--- config.mk ---
export PLATFORM = sky130hd
export DESIGN_NAME = alu_ctrl_seq
export DESIGN_NICKNAME = d
export VERILOG_FILES = /design/src/rtl/alu_ctrl_seq.sv
export SDC_FILE = /design/constraint.sdc
export NUM_CORES = 1
export LEC_CHECK = 0
export ABC_AREA = 1
export BUFFER_PORTS_ARGS = -buffer_cell sky130_fd_sc_hd__buf_2
export CORE_MARGIN = 2
export CORE_UTILIZATION = 38
export DETAILED_ROUTE_END_ITERATION = 7
export PLACE_DENSITY = 0.87
export SKIP_LAST_GASP = 1
export SLEW_MARGIN = 15
export SYNTH_ARGS = -nofsm -noshare
export SYNTH_HDL_FRONTEND = slang
export SYNTH_SLANG_ARGS = --single-unit
--- constraint.sdc ---
create_clock -name clk -period 3 [get_ports clk]
set_input_delay 0.45 -clock clk [delete_from_list [all_inputs] [get_ports clk]]
set_output_delay 0.45 -clock clk [all_outputs]
set_load 0.03 [all_outputs]
--- src/rtl/alu_ctrl_seq.sv ---
// alu_ctrl_seq: registered, handshaked ALU control decoder.
// Decodes ALUOp + funct3/funct7 into a 5-bit control code for RV32I and,
// optionally, RV32M. The code is held in an output stage. When RV32M is
// enabled, MUL/DIV ops hold the stage for a programmable latency before
// out_valid, and in_ready stalls upstream during that time.
//
// Optional feature macro: ALUCTRL_MEXT_EN (RV32M decode + multi-cycle WAIT).
//
// Ports:
//   clk, rst_n            clock, async active-low reset
//   flush                 sync kill of held/in-flight op (highest priority)
//   in_valid / in_ready   upstream handshake (instrucao, ALUOp)
//   instrucao[31:0]       instruction word, funct3=[14:12], funct7=[31:25]
//   ALUOp[1:0]            00 ld/st, 01 branch, 10 R-type, 11 I-type ALU
//   out_valid / out_ready downstream handshake
//   alu_ctrl[CTRL_W-1:0]  registered control code
//   illegal               registered: decode had no legal mapping
//   mc_busy               multi-cycle wait in progress
module alu_ctrl_seq #(
  parameter int unsigned MUL_LAT = 2,
  parameter int unsigned DIV_LAT = 32,
  parameter int unsigned CTRL_W  = 5
) (
  input  logic              clk,
  input  logic              rst_n,
  input  logic              flush,
  input  logic              in_valid,
  output logic              in_ready,
  input  logic [31:0]       instrucao,
  input  logic [1:0]        ALUOp,
  output logic              out_valid,
  input  logic              out_ready,
  output logic [CTRL_W-1:0] alu_ctrl,
  output logic              illegal,
  output logic              mc_busy
);

  localparam int unsigned CODE_W = 5;
  localparam int unsigned CNT_W  = 8;

  localparam logic [CODE_W-1:0] C_AND  = 5'b00000;
  localparam logic [CODE_W-1:0] C_OR   = 5'b00001;
  localparam logic [CODE_W-1:0] C_ADD  = 5'b00010;
  localparam logic [CODE_W-1:0] C_XOR  = 5'b00011;
  localparam logic [CODE_W-1:0] C_SLL  = 5'b00100;
  localparam logic [CODE_W-1:0] C_SRL  = 5'b00101;
  localparam logic [CODE_W-1:0] C_SUB  = 5'b00110;
  localparam logic [CODE_W-1:0] C_SRA  = 5'b00111;
  localparam logic [CODE_W-1:0] C_SLT  = 5'b01000;
  localparam logic [CODE_W-1:0] C_SLTU = 5'b01001;

  // Elaboration-time parameter range check
  if (CTRL_W < 5 || MUL_LAT > 255 || DIV_LAT > 255) begin : g_param_check
    $error("alu_ctrl_seq: illegal parameter value");
  end

  typedef enum logic [1:0] {
    S_EMPTY = 2'd0,
    S_WAIT  = 2'd1,
    S_FULL  = 2'd2
  } state_t;

  state_t state_q, state_d;

  logic [2:0]        funct3;
  logic [6:0]        funct7;
  logic [CODE_W-1:0] base_code;
  logic [CODE_W-1:0] dec_code;
  logic              dec_ill;
  logic              accept;
  logic              cap;
  logic              go_wait;
  logic              wait_done;
  logic              unused_instr;

  assign funct3       = instrucao[14:12];
  assign funct7       = instrucao[31:25];
  assign unused_instr = ^{instrucao[24:15], instrucao[11:0]};

  // Base R/I-type mapping from funct3 (funct7 = 0000000)
  always_comb begin
    base_code = C_ADD;
    case (funct3)
      3'b000:  base_code = C_ADD;
      3'b001:  base_code = C_SLL;
      3'b010:  base_code = C_SLT;
      3'b011:  base_code = C_SLTU;
      3'b100:  base_code = C_XOR;
      3'b101:  base_code = C_SRL;
      3'b110:  base_code = C_OR;
      default: base_code = C_AND;
    endcase
  end

  // Full decode; every illegal combination falls back to ADD
  always_comb begin
    dec_code = C_ADD;
    dec_ill  = 1'b0;
    case (ALUOp)
      2'b00: dec_code = C_ADD;
      2'b01: begin
        case (funct3[2:1])
          2'b00:   dec_code = C_SUB;
          2'b10:   dec_code = C_SLT;
          2'b11:   dec_code = C_SLTU;
          default: dec_ill  = 1'b1;
        endcase
      end
      2'b10: begin
        case (funct7)
          7'b0000000: dec_code = base_code;
          7'b0100000: begin
            if (funct3 == 3'b000)      dec_code = C_SUB;
            else if (funct3 == 3'b101) dec_code = C_SRA;
            else                       dec_ill  = 1'b1;
          end
`ifdef ALUCTRL_MEXT_EN
          7'b0000001: dec_code = {2'b10, funct3};
`endif
          default:    dec_ill = 1'b1;
        endcase
      end
      default: begin
        case (funct3)
          3'b001: begin
            if (funct7 == 7'b0000000) dec_code = C_SLL;
            else                      dec_ill  = 1'b1;
          end
          3'b101: begin
            if (funct7 == 7'b0000000)      dec_code = C_SRL;
            else if (funct7 == 7'b0100000) dec_code = C_SRA;
            else                           dec_ill  = 1'b1;
          end
          default: dec_code = base_code;
        endcase
      end
    endcase
  end

  assign accept = in_valid && in_ready;

`ifdef ALUCTRL_MEXT_EN
  logic [CNT_W-1:0] cnt_q, cnt_d;
  logic             is_mul;
  logic             is_div;

  assign is_mul    = (dec_code[4:2] == 3'b100);
  assign is_div    = (dec_code[4:2] == 3'b101);
  assign go_wait   = (is_mul && (MUL_LAT != 0)) || (is_div && (DIV_LAT != 0));
  assign wait_done = (cnt_q == '0);
  assign mc_busy   = (state_q == S_WAIT);

  // Latency counter: loaded with LAT-1 on a multi-cycle accept
  always_comb begin
    cnt_d = cnt_q;
    if (flush) begin
      cnt_d = '0;
    end else if (state_q == S_WAIT) begin
      if (!wait_done) cnt_d = cnt_q - CNT_W'(1);
    end else if (cap && go_wait) begin
      cnt_d = is_mul ? CNT_W'(MUL_LAT - 1) : CNT_W'(DIV_LAT - 1);
    end
  end

  always_ff @(posedge clk or negedge rst_n) begin
    if (!rst_n) cnt_q <= '0;
    else        cnt_q <= cnt_d;
  end
`else
  assign go_wait   = 1'b0;
  assign wait_done = 1'b1;
  assign mc_busy   = 1'b0;
`endif

  // State register
  always_ff @(posedge clk or negedge rst_n) begin
    if (!rst_n) state_q <= S_EMPTY;
    else        state_q <= state_d;
  end

  // Next-state and capture strobe
  always_comb begin
    state_d = state_q;
    cap     = 1'b0;
    if (flush) begin
      state_d = S_EMPTY;
    end else begin
      case (state_q)
        S_EMPTY: begin
          if (accept) begin
            cap     = 1'b1;
            state_d = go_wait ? S_WAIT : S_FULL;
          end
        end
        S_WAIT: begin
          if (wait_done) state_d = S_FULL;
        end
        S_FULL: begin
          // in_ready follows out_ready here, so accept implies a drain
          if (accept) begin
            cap     = 1'b1;
            state_d = go_wait ? S_WAIT : S_FULL;
          end else if (out_ready) begin
            state_d = S_EMPTY;
          end
        end
        default: state_d = S_EMPTY;
      endcase
    end
  end

  assign out_valid = (state_q == S_FULL);
  assign in_ready  = (state_q == S_EMPTY) || ((state_q == S_FULL) && out_ready);

  // Output stage: code and illegal flag only change on a committed accept
  always_ff @(posedge clk or negedge rst_n) begin
    if (!rst_n) begin
      alu_ctrl <= '0;
      illegal  <= 1'b0;
    end else if (cap) begin
      alu_ctrl <= CTRL_W'(dec_code);
      illegal  <= dec_ill;
    end
  end

endmodule

==> qor.csv, run 1 <==
metric;value;unit
cts hold-fix bufs;0;
Critical Path RT;2550;ps
share of layout cells above drive strength 1;36.6;%
Vias;615;
post-synth cell types;19;
worst setup margin;1610;ps
setup_tns;0;ps
Hold Violations, Final;0;
post-detailed-route count of antenna-violating nets;0;
postcts setup bufs;0;
Hold Crit Class;primary input to asynchronous set/reset pin;
Seq/Total Area, Yosys;28.7;%
Remaining DRCs;0;
Placement Setup Slack;1560;ps
post-synth top area share;28.7;%
most frequent cells in the layout;nand2_1 (24), buf_2 (23), nor2_1 (13);
YS warnings;0;
TritonCTS Buffers;3;
Worst setup EP type;output pin;
Worst EP arrival;940;ps
DR iter-0 viols;26;
syn avg cell area;6.01;um^2
Tmin final;1390;ps
Synth area leaders;dfrtp_1 (29%), nand2_1 (17%), nor2_1 (9.3%), a21oi_1 (5.7%), nand3_1 (5.7%);
max_cap viols;0;
kind of critical path;register to output pin;
post-synth top area cell;dfrtp_1;
antenna fix cells;0;
number of core rows;13;
Final #Nets;153;
Setup violations, final;0;
Die Y;41.1;um
CTS tree;built;
Max Clk Rate;719;MHz
clock slew at reported path FFs;50;ps
crit share post-route;46.3;%
Root Buffer;clkbuf_4;
Pre-antenna DRT Iters;4;
Routed WL;1230;um
PortBufs;23;
outcome;complete, no violations;
Skew-Pair Late Insertion Delay;240;ps
CTS Sinks;6;
# fillers;138;
RSZ-0062 raised after global routing;no;
first-pass GRT wire length;1920;um
# IOs;48;
Die W;41.1;um
max-slew violation count;0;
peak supply drop;0.207;mV
Final Skew;2.34;ps
#FFs+latches synth;6;
commonest non-fill, non-tap cell in the layout;nand2_1;
Area Growth Syn to Fin;27.8;%
die area;0.00169;mm^2
HPWL Detailed;1060;um
number of global-route vias before repair;501;
crit-path max FO;3;
antenna violations before repair;0;
largest net degree at the start of global routing;8;
global placement routability congestion;0.834;
CTS resizes;0;
Congestion Overflow GR;0;
clk buf depth;2;
number of vias per cell;4.84;
Routed WL per cell;9.65;um
leak pwr;0.000369;uW
Mapped Area;523;um^2
Cells after Synth;87;
crit path launch type;register;
total track usage;17.1;%
Starting Density;40.2;%
Core Area;0.00130;mm^2
Power Dens Cells;404;mW/mm^2
H-tree Lvls;1;
[final timing paths]
path / start / endpoint / slack [ps] / cells after the start
max in group asynchronous: rst_n / state_q[1] / 2830 / 1
worst min register to register: alu_ctrl[3] / alu_ctrl[3] / 480 / 2
worst max register to register: state_q[1] / alu_ctrl[0] / 1860 / 6
worst min-delay path: rst_n / alu_ctrl[0] / 20 / 1
worst max-delay path: state_q[1] / in_ready / 1610 / 2
min in group clk: flush / state_q[1] / 380 / 2
[synthesized netlist by cell type]
| cell | count |
|---|---|
| conb_1 | 1 |
| a21oi_1 | 6 |
| nand2_1 | 24 |
| dfrtp_1 | 6 |
| o21ai_1 | 3 |
| inv_1 | 6 |
| nor2_4 | 2 |
| a31oi_1 | 1 |
| nand3_1 | 6 |
| nor2_2 | 2 |
| inv_2 | 7 |
| nand2_2 | 3 |
| clkinv_1 | 1 |
| o211ai_1 | 1 |
| nor2_1 | 13 |
| o21ai_0 | 1 |
| or2_1 | 1 |
| a21oi_2 | 1 |
| buf_4 | 2 |
[metal layers]
metal	vias up	track usage, %	share of wire [%]
met4	0	6.45	0.65
li1	319	-	-
met1	268	21.1	40
met3	2	4.89	4.8
met5	-	0	0
met2	26	27.7	54
[where the power goes]
part | internal (uW) | switching (uW) | total [uW]
clock network | 45.3 | 29.4 | 74.7
registers | 92.6 | 4.96 | 97.5
logic | 31.1 | 66.5 | 97.6
total | 169 | 101 | 270
[sequential cells by signal, summed over array words and instances, names as in the netlist]
register / cells
alu_ctrl: 4
illegal: 1
state_q: 1
[worst max-delay path: stages (launching register included)]
cell     delay [ps]
dfrtp_1         370
nand2_1         120
buf_2           210
[through the flow]
stage / utilization (%) / instances / total power (uW) / instance area [um^2] / hold slack (ps)
floorplan: - / 88 / 165 / 527 / 154
global placement: 49.6 / 124 / 195 / 646 / 276
detailed placement: 49.6 / 124 / 197 / 646 / 280
CTS: 51.3 / 127 / 274 / 668 / 15.5
global route: 51.3 / 127 / 291 / 668 / 16.2
finish: 51.3 / 127 / 270 / 668 / 21.2
[cell type report]
cell class	count	area (um^2)	share of cell area (%)
Multi-Input combinational cell	66	309	46.3
Sequential cell	6	150	22.5
Timing Repair Buffer	23	115	17.2
Inverter	14	52.6	7.87
Clock buffer	3	22.5	3.37
Tap cell	15	18.8	2.81
[logic make-up (layout without fill, tap and decap cells)]
logic type | count (synthesis) | in the layout | share of synthesized area, %
simple gates | 51 | 51 | 43.8
buf+inv | 16 | 40 | 12.9
other cells | 1 | 2 | 0.717
flops | 6 | 6 | 28.7
compound gates | 13 | 13 | 13.9
Power figures use the tool's default switching activity.
==> run 2: changes to the inputs <==
--- a/config.mk
+++ b/config.mk
@@ -8,9 +8,9 @@
 export ABC_AREA = 1
 export BUFFER_PORTS_ARGS = -buffer_cell sky130_fd_sc_hd__buf_2
 export CORE_MARGIN = 2
-export CORE_UTILIZATION = 38
+export CORE_UTILIZATION = 32
 export DETAILED_ROUTE_END_ITERATION = 7
-export PLACE_DENSITY = 0.87
+export PLACE_DENSITY = 0.79
 export SKIP_LAST_GASP = 1
 export SLEW_MARGIN = 15
 export SYNTH_ARGS = -nofsm -noshare
==> constraint.sdc (replaced) <==
create_clock -name clk -period 1.2 [get_ports clk]
set_input_delay 0.18 -clock clk [delete_from_list [all_inputs] [get_ports clk]]
set_output_delay 0.18 -clock clk [all_outputs]
set_load 0.03 [all_outputs]
==> run 2 against run 1 <==
Net effect: sequential share of layout area is 0.79 points lower; sequential power grew to 2.5 times the previous value; routed wire length is 4.2% lower; critical endpoint unchanged; largest power group unchanged.
==> qor.csv, run 2 (synthesized netlist as in run 1, its figures left out) <==
metric;value;unit;change
max_cap viols;0;;unchanged
clk buf depth;2;;unchanged
Final Skew;1.47;ps;was 2.34 ps
H-tree Lvls;1;;unchanged
Critical Path RT;1020;ps;was 2550 ps
fin area;698;um^2;was 668 um^2
CTS resizes;0;;unchanged
share of layout cells above drive strength 1;38.6;%;was 36.6%
RSZ-0062 raised after global routing;no;;unchanged
Die Y;44.4;um;was 41.1 um
Routed WL per cell;9.03;um;was 9.65 um
crit path launch type;register;;unchanged
clock slew at reported path FFs;50;ps;about the same
crit-path max FO;3;;unchanged
global placement routability congestion;0.885;;was 0.834
crit path launch;state_q[1];;unchanged
setup_tns;0;ps;unchanged
number of vias per cell;4.62;;was 4.84
R2R cell count;6;;unchanged
Worst Hold Launch;flush;;
Vias;600;;was 615
CTS Sinks;6;;unchanged
most frequent cells in the layout;nand2_1 (23), buf_2 (23), nor2_1 (13);;was nand2_1 (24), buf_2 (23), nor2_1 (13)
Hold Violations, Final;0;;unchanged
TritonCTS Buffers;3;;unchanged
Pre-antenna DRT Iters;4;;unchanged
antenna violations before repair;0;;unchanged
crit share post-route;92.4;%;
Max Clk Rate;902;MHz;
die area;0.00197;mm^2;was 0.00169 mm^2
DR iter-0 viols;11;;was 26
Setup violations, final;0;;unchanged
leak pwr;0.000386;uW;was 0.000369 uW
Most flops, register;alu_ctrl;;unchanged
postcts setup bufs;0;;unchanged
max-slew violation count;0;;unchanged
Worst EP arrival;930;ps;was 940 ps
Hold Crit Class;primary input to register;;was primary input to asynchronous set/reset pin
number of core rows;14;;was 13
first-pass GRT wire length;2010;um;was 1920 um
hold_ws;89.8;ps;was 21.2 ps
peak supply drop;0.622;mV;was 0.207 mV
Worst setup EP type;output pin;;unchanged
HPWL Detailed;997;um;was 1060 um
outcome;complete, no violations;;unchanged
flop-to-flop setup slack;160;ps;was 1860 ps
FF-to-FF Start;state_q[1];;unchanged
Congestion Overflow GR;0;;unchanged
Worst R2R End;alu_ctrl[2];;was alu_ctrl[0]
antenna fix cells;0;;unchanged
post-detailed-route count of antenna-violating nets;0;;unchanged
Root Buffer;clkbuf_4;;unchanged
Tmin final;1110;ps;
Starting Density;34.3;%;was 40.2%
Skew-Pair Late Insertion Delay;240;ps;about the same
Post-DP Area;662;um^2;was 646 um^2
PortBufs;23;;unchanged
Remaining DRCs;0;;unchanged
WHS Path Cells;2;;
Routed WL;1170;um;was 1230 um
# IOs;48;;unchanged
largest net degree at the start of global routing;8;;unchanged
Area Growth Syn to Fin;33.5;%;was 27.8%
CTS tree;built;;unchanged
total track usage;13.3;%;was 17.1%
Core Area;0.00152;mm^2;was 0.00130 mm^2
number of global-route vias before repair;542;;was 501
max reg flops;4;;unchanged
Hold Path End;state_q[1];;
biggest regs;alu_ctrl: 4 flops, illegal: 1 flops, state_q: 1 flops;;unchanged
Die W;44.4;um;was 41.1 um
Finished Core Util;45.8;%;was 51.3%
Tot Pwr;698;uW;was 270 uW
kind of critical path;register to output pin;;unchanged
Final #Nets;154;;was 153
Power Dens Cells;1000;mW/mm^2;was 404 mW/mm^2
## run 2: changes by cell type in the layout (fill, tap and decap cells not counted)
cell / delta
dfrtp_2: +1
nand2_1: -1
dfrtp_1: -1
nand2_2: -1
clkinv_1: -1
dlygate4sd3_1: +1
nand2_4: +2
clkbuf_1: +1
clkinv_2: +1
## run 2: metrics by stage
stage	cells	setup slack, ps
floorplan	88	38.4
global placement	125	88.1
detailed placement	125	45.8
CTS	130	76.7
global route	130	56.0
finish	130	91.4
## run 2: layout make-up
type,instances,area (um^2)
Inverter,14,53.8
Clock buffer,4,26.3
Multi-Input combinational cell,66,322
Fill cell,158,826
Sequential cell,6,151
Tap cell,16,20.0
Timing Repair Buffer,24,125
## run 2: per-layer routing
layer / up-vias / global-route usage, % / routed length, um
li1: 319 / - / -
met3: 0 / 3.67 / 58
met2: 14 / 25.3 / 637
met5: - / 0 / 0
met4: 0 / 1.82 / 0
met1: 267 / 14.9 / 478
## run 2: how the worst max path moves through the flow
stage	to	slack (ps)
2_1_floorplan	alu_ctrl[0]	40
3_3_place_gp	illegal	90
3_5_place_dp	illegal	50
4_1_cts	in_ready	80
5_1_grt	in_ready	60
6_report	in_ready	90
## run 2: power by group
| group | internal [uW] | switching (uW) |
|---|---|---|
| sequential | 232 | 14.5 |
| clock | 126 | 75.8 |
| combinational | 81.4 | 168 |
## run 2: worst max-delay path, cell delays in order (launching register included)
cell,delay (ps)
dfrtp_2,410
nand2_4,80
buf_2,190
## run 2: what timing repair did
action | 4_1_cts | 5_1_grt
hold buffers | 1 | 0
setup endpoints to repair | 0 | 0
hold endpoints to repair | 6 | 0
